[src/rtl/alu_issue_ctrl_if.sv]
// Request/response handshake bundle between the decode stage and the ALU issue controller.
// master drives requests and consumes responses; slave is the controller.
interface alu_issue_ctrl_if #(
  parameter int unsigned DATA_WIDTH = 32
);
  logic                  in_valid;
  logic                  in_ready;
  logic [1:0]            in_alu_op;
  logic [2:0]            in_funct3;
  logic [6:0]            in_funct7;
  logic [DATA_WIDTH-1:0] in_src_a;
  logic [DATA_WIDTH-1:0] in_src_b;
  logic                  out_valid;
  logic                  out_ready;
  logic [DATA_WIDTH-1:0] out_result;
  logic                  out_taken;
  logic                  out_err;

  modport master (
    output in_valid, in_alu_op, in_funct3, in_funct7, in_src_a, in_src_b, out_ready,
    input  in_ready, out_valid, out_result, out_taken, out_err
  );

  modport slave (
    input  in_valid, in_alu_op, in_funct3, in_funct7, in_src_a, in_src_b, out_ready,
    output in_ready, out_valid, out_result, out_taken, out_err
  );
endinterface

[src/rtl/alu_issue_ctrl.sv]
// Issues decoded ALU requests to a combinational ALU and returns the captured result.
// One request in flight; a response slot can hand over directly to the next request.
module alu_issue_ctrl #(
  parameter int unsigned DATA_WIDTH    = 32,
  parameter int unsigned OPCODE_LENGTH = 4
) (
  input  logic                     clk,
  input  logic                     reset,
  alu_issue_ctrl_if.slave          bus,
  output logic [OPCODE_LENGTH-1:0] Operation,
  output logic [DATA_WIDTH-1:0]    SrcA,
  output logic [DATA_WIDTH-1:0]    SrcB,
  input  logic [DATA_WIDTH-1:0]    ALUResult
);

  localparam logic [OPCODE_LENGTH-1:0] OpAnd   = OPCODE_LENGTH'(4'b0000);
  localparam logic [OPCODE_LENGTH-1:0] OpOr    = OPCODE_LENGTH'(4'b0001);
  localparam logic [OPCODE_LENGTH-1:0] OpAdd   = OPCODE_LENGTH'(4'b0010);
  localparam logic [OPCODE_LENGTH-1:0] OpSub   = OPCODE_LENGTH'(4'b0011);
  localparam logic [OPCODE_LENGTH-1:0] OpXor   = OPCODE_LENGTH'(4'b0110);
  localparam logic [OPCODE_LENGTH-1:0] OpEq    = OPCODE_LENGTH'(4'b1000);
  localparam logic [OPCODE_LENGTH-1:0] OpNe    = OPCODE_LENGTH'(4'b1001);
  localparam logic [OPCODE_LENGTH-1:0] OpUnsup = OPCODE_LENGTH'(4'b1111);

  typedef enum logic [1:0] {StIdle, StExec, StResp} state_e;

  state_e                   r_state, w_state_d;
  logic [OPCODE_LENGTH-1:0] r_op, w_op;
  logic [DATA_WIDTH-1:0]    r_src_a, r_src_b, r_result;
  logic                     r_is_branch, r_err, r_taken, r_out_err;
  logic                     w_err, w_is_branch, w_in_ready, w_accept;

  always_comb begin
    w_op = OpUnsup;
    unique case (bus.in_alu_op)
      2'b00: w_op = OpAdd;
      2'b01: begin
        if (bus.in_funct3 == 3'b000)      w_op = OpEq;
        else if (bus.in_funct3 == 3'b001) w_op = OpNe;
      end
      2'b10, 2'b11: begin
        unique case (bus.in_funct3)
          // funct7[5] selects SUB only for register-register ops
          3'b000:  w_op = (bus.in_alu_op == 2'b10 && bus.in_funct7[5]) ? OpSub : OpAdd;
          3'b111:  w_op = OpAnd;
          3'b110:  w_op = OpOr;
          3'b100:  w_op = OpXor;
          default: w_op = OpUnsup;
        endcase
      end
      default: w_op = OpUnsup;
    endcase
    w_err       = (w_op == OpUnsup);
    w_is_branch = (bus.in_alu_op == 2'b01) && !w_err;
  end

  always_comb begin
    w_state_d  = r_state;
    w_in_ready = 1'b0;
    unique case (r_state)
      StIdle: begin
        w_in_ready = 1'b1;
        if (bus.in_valid) w_state_d = StExec;
      end
      StExec: w_state_d = StResp;
      StResp: begin
        w_in_ready = bus.out_ready;
        if (bus.out_ready) w_state_d = bus.in_valid ? StExec : StIdle;
      end
      default: w_state_d = StIdle;
    endcase
    w_accept = bus.in_valid && w_in_ready;
  end

  always_ff @(posedge clk) begin
    if (reset) begin
      r_state     <= StIdle;
      r_op        <= OpUnsup;
      r_src_a     <= '0;
      r_src_b     <= '0;
      r_is_branch <= 1'b0;
      r_err       <= 1'b0;
      r_result    <= '0;
      r_taken     <= 1'b0;
      r_out_err   <= 1'b0;
    end else begin
      r_state <= w_state_d;
      if (w_accept) begin
        r_op        <= w_op;
        r_src_a     <= bus.in_src_a;
        r_src_b     <= bus.in_src_b;
        r_is_branch <= w_is_branch;
        r_err       <= w_err;
      end
      if (r_state == StExec) begin
        r_result  <= r_err ? '0 : ALUResult;
        r_taken   <= r_is_branch && ALUResult[0];
        r_out_err <= r_err;
      end
    end
  end

  assign Operation      = r_op;
  assign SrcA           = r_src_a;
  assign SrcB           = r_src_b;
  assign bus.in_ready   = w_in_ready;
  assign bus.out_valid  = (r_state == StResp);
  assign bus.out_result = r_result;
  assign bus.out_taken  = r_taken;
  assign bus.out_err    = r_out_err;

endmodule

[src/flat_wrapper.sv]
// flat-port wrapper written by rule: the top's interface ports become plain ports
module alu_issue_ctrl_flat 
#(
  parameter int unsigned DATA_WIDTH    = 32,
  parameter int unsigned OPCODE_LENGTH = 4
)
  (clk, reset, Operation, SrcA, SrcB, ALUResult, bus_in_valid, bus_in_alu_op, bus_in_funct3, bus_in_funct7, bus_in_src_a, bus_in_src_b, bus_out_ready, bus_in_ready, bus_out_valid, bus_out_result, bus_out_taken, bus_out_err);
  alu_issue_ctrl_if #(.DATA_WIDTH(DATA_WIDTH)) bus_i ();
  input  logic clk;
  input  logic reset;
  output logic [OPCODE_LENGTH-1:0] Operation;
  output logic [DATA_WIDTH-1:0] SrcA;
  output logic [DATA_WIDTH-1:0] SrcB;
  input  logic [DATA_WIDTH-1:0] ALUResult;
  input wire logic [$bits(bus_i.in_valid)-1:0] bus_in_valid;
  input wire logic [$bits(bus_i.in_alu_op)-1:0] bus_in_alu_op;
  input wire logic [$bits(bus_i.in_funct3)-1:0] bus_in_funct3;
  input wire logic [$bits(bus_i.in_funct7)-1:0] bus_in_funct7;
  input wire logic [$bits(bus_i.in_src_a)-1:0] bus_in_src_a;
  input wire logic [$bits(bus_i.in_src_b)-1:0] bus_in_src_b;
  input wire logic [$bits(bus_i.out_ready)-1:0] bus_out_ready;
  output wire logic [$bits(bus_i.in_ready)-1:0] bus_in_ready;
  output wire logic [$bits(bus_i.out_valid)-1:0] bus_out_valid;
  output wire logic [$bits(bus_i.out_result)-1:0] bus_out_result;
  output wire logic [$bits(bus_i.out_taken)-1:0] bus_out_taken;
  output wire logic [$bits(bus_i.out_err)-1:0] bus_out_err;
  assign bus_i.in_valid = bus_in_valid;
  assign bus_i.in_alu_op = bus_in_alu_op;
  assign bus_i.in_funct3 = bus_in_funct3;
  assign bus_i.in_funct7 = bus_in_funct7;
  assign bus_i.in_src_a = bus_in_src_a;
  assign bus_i.in_src_b = bus_in_src_b;
  assign bus_i.out_ready = bus_out_ready;
  assign bus_in_ready = bus_i.in_ready;
  assign bus_out_valid = bus_i.out_valid;
  assign bus_out_result = bus_i.out_result;
  assign bus_out_taken = bus_i.out_taken;
  assign bus_out_err = bus_i.out_err;
  alu_issue_ctrl #(.DATA_WIDTH(DATA_WIDTH), .OPCODE_LENGTH(OPCODE_LENGTH)) u_core (.clk(clk), .reset(reset), .bus(bus_i), .Operation(Operation), .SrcA(SrcA), .SrcB(SrcB), .ALUResult(ALUResult));
endmodule
[config.mk]
export PLATFORM = sky130hd
export DESIGN_NAME = alu_issue_ctrl_flat
export DESIGN_NICKNAME = d
export VERILOG_FILES = /design/src/rtl/alu_issue_ctrl_if.sv /design/src/rtl/alu_issue_ctrl.sv /design/src/flat_wrapper.sv
export SDC_FILE = /design/constraint.sdc
export NUM_CORES = 1
export LEC_CHECK = 0
export CAP_MARGIN = 40
export CORE_MARGIN = 8
export CORE_UTILIZATION = 45
export DETAILED_ROUTE_END_ITERATION = 7
export PLACE_DENSITY = 0.87
export SLEW_MARGIN = 20
export SYNTH_ARGS = -nofsm -noshare
export SYNTH_HDL_FRONTEND = slang
export SYNTH_SLANG_ARGS = --single-unit
[constraint.sdc]
create_clock -name clk -period 3.8 [get_ports clk]
set_input_delay 0.76 -clock clk [delete_from_list [all_inputs] [get_ports clk]]
set_output_delay 0.76 -clock clk [all_outputs]
set_load 0.05 [all_outputs]
==> results of run 1 <==
## registers in the layout, summed over array words and instances (netlist names)
signal	count
u_core.bus.out_taken	1
u_core.bus.out_err	1
u_core.r_state	2
u_core.r_is_branch	1
u_core.r_err	1
u_core.SrcA	32
u_core.bus.out_result	32
u_core.SrcB	32
u_core.Operation	4
## stage by stage
stage | util [%] | total power [mW] | hold slack [ns] | setup WS [ns]
6_report | 67.9 | 2.59 | 0.457 | 1.16
3_3_place_gp | 65.7 | 1.90 | 0.438 | 1.17
2_1_floorplan | - | 1.64 | 0.444 | 1.20
5_1_grt | 67.9 | 2.70 | 0.467 | 1.06
4_1_cts | 67.9 | 2.62 | 0.461 | 1.13
3_5_place_dp | 66.0 | 1.92 | 0.445 | 1.12
## per-layer routing
layer,vias up,wire length (um)
met2,175,6910
li1,2237,-
met1,2084,5590
met3,30,1270
met4,0,482
met5,-,0
## cell usage after synthesis (2+ instances only)
cell,count
nand3_1,3
nand3b_1,32
buf_4,2
or4b_2,3
clkbuf_1,56
nand2b_1,2
a21oi_1,101
nand2_1,37
nor2b_1,4
dfxtp_1,106
buf_6,3
or4b_1,62
o211ai_1,4
o31ai_1,69
buf_2,5
nor2_1,3
## critical path: cells and delay by family (launching register included)
kind                   cells  cell delay (ns)
DFF                        1             0.42
buffers and inverters      1             0.87
and+or+nand+nor            1             0.23
## final timing paths
path                                 start  cells after the start                  endpoint
setup / recovery         u_core.r_state[1]                      2             bus_out_valid
hold reg to reg   u_core.bus.out_result[0]                      2  u_core.bus.out_result[0]
setup reg to reg         u_core.r_state[0]                      4           u_core.SrcB[25]
hold / removal    u_core.bus.out_result[0]                      2  u_core.bus.out_result[0]
## logic make-up (layout without fill, tap and decap cells)
family                 after synthesis  count (layout)  synth area share (%)
AND/OR/NAND/NOR                    150             150                  24.1
buffers and inverters               69             234                  6.46
flip-flops                         106             106                  45.7
AO/OA/AOI/OAI                      180             180                  23.7
## power by group through the flow
stage / clock (mW) / sequential, mW / combinational (mW)
floorplan: 0 / 1.45 / 0.194
global placement: 0 / 1.23 / 0.667
detailed placement: 0 / 1.24 / 0.683
global route: 0.763 / 1.22 / 0.719
CTS: 0.722 / 1.21 / 0.685
finish: 0.696 / 1.21 / 0.681
## cells in the final DEF, fill, tap and decap left out
cell type and instances:
clkdlybuf4s50_1 207, dfxtp_1 105, a21oi_1 101, o31ai_1 69
or4b_1 62, nand2_1 37, nand3b_1 32, clkbuf_8 10
buf_4 6, clkinv_2 4, o211ai_1 4, nor2_1 3
or4b_2 3, nand3_1 3, buf_12 3, nor2b_1 2
nor2b_4 2, nand2b_2 1, or4_1 1, or3_1 1
o21a_1 1, or3_2 1, inv_1 1, or2_2 1
a221oi_1 1, o311ai_1 1, a31oi_1 1, nand2b_1 1
o311ai_0 1, o41ai_1 1, clkinv_4 1, bufinv_16 1
clkbuf_1 1, dfxtp_4 1
## cell type report
cell class | instances | area share, %
clock inverter | 5 | 0.778
timing repair buffer | 216 | 31.5
multi-input combinational | 330 | 32.4
sequential | 106 | 30.7
tap | 136 | 2.46
clock buffer | 11 | 2.04
inverter | 2 | 0.127
==> flow_metrics.tcl, run 1 <==
set metrics [dict create \
    status "complete, no violations" \
    synth_seq_cells 106 \
    synthDistinctLibCells 29 \
    final_max_slew_viol_count 0 \
    fillers 801 \
    cts_tree "yes" \
    totalWireLength_um 14300 \
    slowest_stage "clkdlybuf4s50_1" \
    fp.dieW_um 118 \
    cts_sinks 106 \
    clock_power_share_pct 26.9 \
    tightest_slew_ns 0.906 \
    synth.cell_area_sq_um 4650 \
    wl_per_cell_um 17.7 \
    drive_above_1_share_pct 5.07 \
    pwr-share-comb_pct 26.3 \
    die_area_sq_um 13800 \
    ant_nets 0 \
    ys_warn_count 0 \
    htreeDepth 3 \
    yosysTopAreaCellShare_pct 45.7 \
    tns_ns 0 \
    numPortBuffers 209 \
    async_flop_share_pct 0 \
    grt_pass1_vias 4451 \
    final_cells 806 \
    syn-num-nets 617 \
    hold_class "reg -> reg" \
    track_usage_pct 19.6 \
    fin_skew_ns 0.00789 \
    die_h_um 118 \
    post_cts_buffers 0 \
    cp-start-kind "flip-flop" \
    drt_iter0_markers 289 \
    place_hpwl_um 10000 \
    clockBufferDepth 2 \
    swShare_pct 31.4 \
    firstDrtPassIters 4 \
    use_met3_pct 7.24 \
    hold_violations 0 \
    area_growth_pct 48.9 \
    rsz0062_at_grt "no" \
    internal_power_mw 1.78 \
    synthTopCellsByArea "dfxtp_1 46%, or4b_1 13%, o31ai_1 11%, a21oi_1 11%, nand3b_1 5.2%" \
    power_density_nw_per_um2 374 \
    p_leak_nw 2.46 \
    cts_root_buf "clkbuf_8" \
    grt_pass1_wl_um 22800 \
    yosys.area.top_type "dfxtp_1" \
    post_drt_via_cell_ratio 5.62 \
    maxCapViolations 0 \
    fin_nets 777 \
    ir_drop_mv 0.194 \
    multi_input_area_sq_um 2240 \
    final_area_sq_um 6920 \
    coreArea_sq_um 10200 \
    arrival_ns 1.88 \
    gp_congestion 0.776 \
    post-route-drc-count 0 \
    ios 216 \
    top_usage_layer "met2" \
    ys.flop_type "dfxtp_1" \
    crit_fanout 4 \
    cp.required_ns 3.04 \
    rrSetupSlack_ns 2.05 \
    cp-end-kind "output pin" \
    slew_headroom_pct 39.5 \
    rows 37 \
    syn_inst 505 \
    synth_edf_count 0 \
    fmax_mhz 379 \
    antenna_found_initial 0 \
    holdBufCountCts 0 \
    antennaDiodeCount 0 \
    vias 4526 \
    dp.cells 790 \
    met2_usage_pct 33.0 \
    cts_buffers 9 \
    period_share_pct 69.4 \
    p_sw_uw 814 \
    syn_area_per_cell_sq_um 9.20 \
    regArea_sq_um 2130 \
    setup.worst_path.class "reg -> out" \
    place_area_sq_um 6720 \
    ys_seq_area_share_pct 45.7 \
    period_needed_ns 2.64 \
    worstSkewPairLatency_ns 0.36 \
    seq_power_share_pct 46.8 \
    grt-ovfl-total 0 \
    setup_viol 0 \
    path_clk_slew_ns 0.10 \
    grt_start_max_net_pins 92 \
    cts_resized 0 \
    crit_chain "nor2b_1 > clkdlybuf4s50_1" \
    slowest_delay_ns 0.87 \
    initial_core_util_pct 45.6 \
    grt_util_met1_pct 21.6 \
]
No activity file was read; power rests on OpenSTA's default activity.
==> inputs of run 2 (changes only) <==
--- a/config.mk
+++ b/config.mk
@@ -7,9 +7,9 @@
 export LEC_CHECK = 0
 export CAP_MARGIN = 40
 export CORE_MARGIN = 8
-export CORE_UTILIZATION = 45
+export CORE_UTILIZATION = 37
 export DETAILED_ROUTE_END_ITERATION = 7
-export PLACE_DENSITY = 0.87
+export PLACE_DENSITY = 0.76
 export SLEW_MARGIN = 20
 export SYNTH_ARGS = -nofsm -noshare
 export SYNTH_HDL_FRONTEND = slang
==> constraint.sdc (replaced) <==
create_clock -name clk -period 2.2 [get_ports clk]
set_input_delay 0.44 -clock clk [delete_from_list [all_inputs] [get_ports clk]]
set_output_delay 0.44 -clock clk [all_outputs]
set_load 0.05 [all_outputs]
==> run 2 against run 1 <==
- clock power up 120%
- highest routed layer unchanged
- critical path depth decreased by 1
- core utilization is 10 points lower
==> flow_metrics.tcl, run 2 (synthesis gave the netlist of run 1 again) <==
set metrics [dict create \
    status "complete, no violations" \
    rows 41 \
    p_leak_nw 2.58 \
    hold_violations 0 \
    reg2reg_depth 4 \
    cts_sinks 106 \
    slowest_stage "clkdlybuf4s50_1" \
    antenna_found_initial 0 \
    setup_viol 0 \
    worstSkewPairLatency_ns 0.34 \
    cp.required_ns 1.76 \
    crit_fanout 2 \
    post_cts_buffers 0 \
    fin_nets 794 \
    period_needed_ns 1.98 \
    fmax_mhz 504 \
    gp_congestion 0.775 \
    rsz0062_at_grt "no" \
    hold_class "reg -> reg" \
    mostFrequentLayoutCell "clkdlybuf4s50_1" \
    totalWireLength_um 15200 \
    cts_root_buf "clkbuf_16" \
    crit_path_end "Operation[3]" \
    rrSetupSlack_ns 0.58 \
    maxCapViolations 0 \
    coreArea_sq_um 12400 \
    worstReg2RegStart "u_core.r_state[0]" \
    cts_buffers 9 \
    holdBufCountCts 0 \
    grt_pass1_wl_um 23500 \
    reg2reg_to "u_core.bus.out_result[10]" \
    final_max_slew_viol_count 0 \
    fin_skew_ns 0.00874 \
    grt-ovfl-total 0 \
    die_h_um 128 \
    initial_core_util_pct 37.4 \
    track_usage_pct 17.6 \
    arrival_ns 1.54 \
    area_growth_pct 54.7 \
    grt_start_max_net_pins 85 \
    post_drt_via_cell_ratio 5.34 \
    power_density_nw_per_um2 676 \
    cts_resized 0 \
    tns_ns 0 \
    clockBufferDepth 2 \
    fp.dieW_um 128 \
    htreeDepth 3 \
    crit_chain "clkdlybuf4s50_1" \
    cts_tree "yes" \
    ir_drop_mv 0.448 \
    cp-start-kind "flip-flop" \
    setup.worst_path.class "reg -> out" \
    critical_path.startpoint "u_core.Operation[3]" \
    ant_nets 0 \
    path_buf_inv 1 \
    crit_family "buffers and inverters" \
    place_hpwl_um 10900 \
    path_clk_slew_ns 0.07 \
    numPortBuffers 209 \
    antennaDiodeCount 0 \
    drt_iter0_markers 221 \
    period_share_pct 90.2 \
    grt_pass1_vias 4548 \
    firstDrtPassIters 6 \
    mostFrequentLayoutCells "206 x clkdlybuf4s50_1, 105 x dfxtp_1, 101 x a21oi_1, 69 x o31ai_1, 62 x or4b_1" \
    slew_headroom_pct 61.0 \
    die_area_sq_um 16400 \
    vias 4583 \
    final_util_pct 57.9 \
    wl_per_cell_um 17.7 \
    worst-path-stages 1 \
    cp-end-kind "output pin" \
    slowest_delay_ns 0.87 \
    drive_above_1_share_pct 7.43 \
    post-route-drc-count 0 \
    tightest_slew_ns 0.583 \
    ios 216 \
]
[run 2: changes by cell type in the layout (fill, tap and decap cells not counted), sizes merged]
cell / change
bufinv: -1
clkinvlp: +2
clkinv: -2
buf: +18
clkdlybuf4s50: -1
[run 2: area by class of cell]
cell class                      count  area, sq um
Sequential cell                   106         2130
Timing Repair Buffer              233         2310
Inverter                            2         8.76
Clock buffer                       11          264
Multi-Input combinational cell    330         2230
Tap cell                          172          215
Fill cell                        1115         5230
Clock inverter                      4         25.0
[run 2: through the flow]
step	power (mW)	hold WS [ns]	instance area (sq um)	instances	setup slack, ns
finish	4.86	0.451	7190	858	0.216
global route	5.06	0.468	7190	858	0.149
CTS	4.91	0.454	7190	858	0.199
detailed placement	3.35	0.445	6900	843	0.0638
global placement	3.32	0.437	6900	843	0.0798
floorplan	2.84	0.444	4650	505	0.238
[run 2: tightest hold or removal path, delay by kind of cell (launching register included)]
family | cells | cell delay [ns]
flops | 1 | 0.31
compound gates | 1 | 0.05
simple gates | 1 | 0.05
[run 2: per-layer routing]
metal  track usage (%)  vias to the layer above  routed length, um  share of wire, %
li1                  -                     2258                  -                 -
met1              20.2                     2129               6320                42
met2              29.4                      181               7130                47
met3              6.91                       15               1460               9.6
met4              5.31                        0                235               1.6
met5                 0                        -                  0                 0
[run 2: worst min-delay path by stage]
stage / startpoint / endpoint / slack (ns) / cells past startpoint
6_report: u_core.bus.out_result[0] / u_core.bus.out_result[0] / 0.45 / 2
4_1_cts: u_core.bus.out_result[23] / u_core.bus.out_result[23] / 0.45 / 2
3_5_place_dp: u_core.bus.out_result[23] / u_core.bus.out_result[23] / 0.44 / 2
2_1_floorplan: u_core.r_is_branch / u_core.r_is_branch / 0.44 / 2
5_1_grt: u_core.bus.out_result[23] / u_core.bus.out_result[23] / 0.47 / 2
3_3_place_gp: u_core.bus.out_result[31] / u_core.bus.out_result[31] / 0.44 / 2
[run 2: power breakdown]
part           internal, mW  switching [mW]  leakage, nW  total, mW
sequential             2.03          0.0713        0.870       2.10
combinational         0.500           0.700         1.58       1.20
clock                 0.858           0.696        0.139       1.55
total                  3.39            1.47         2.58       4.86
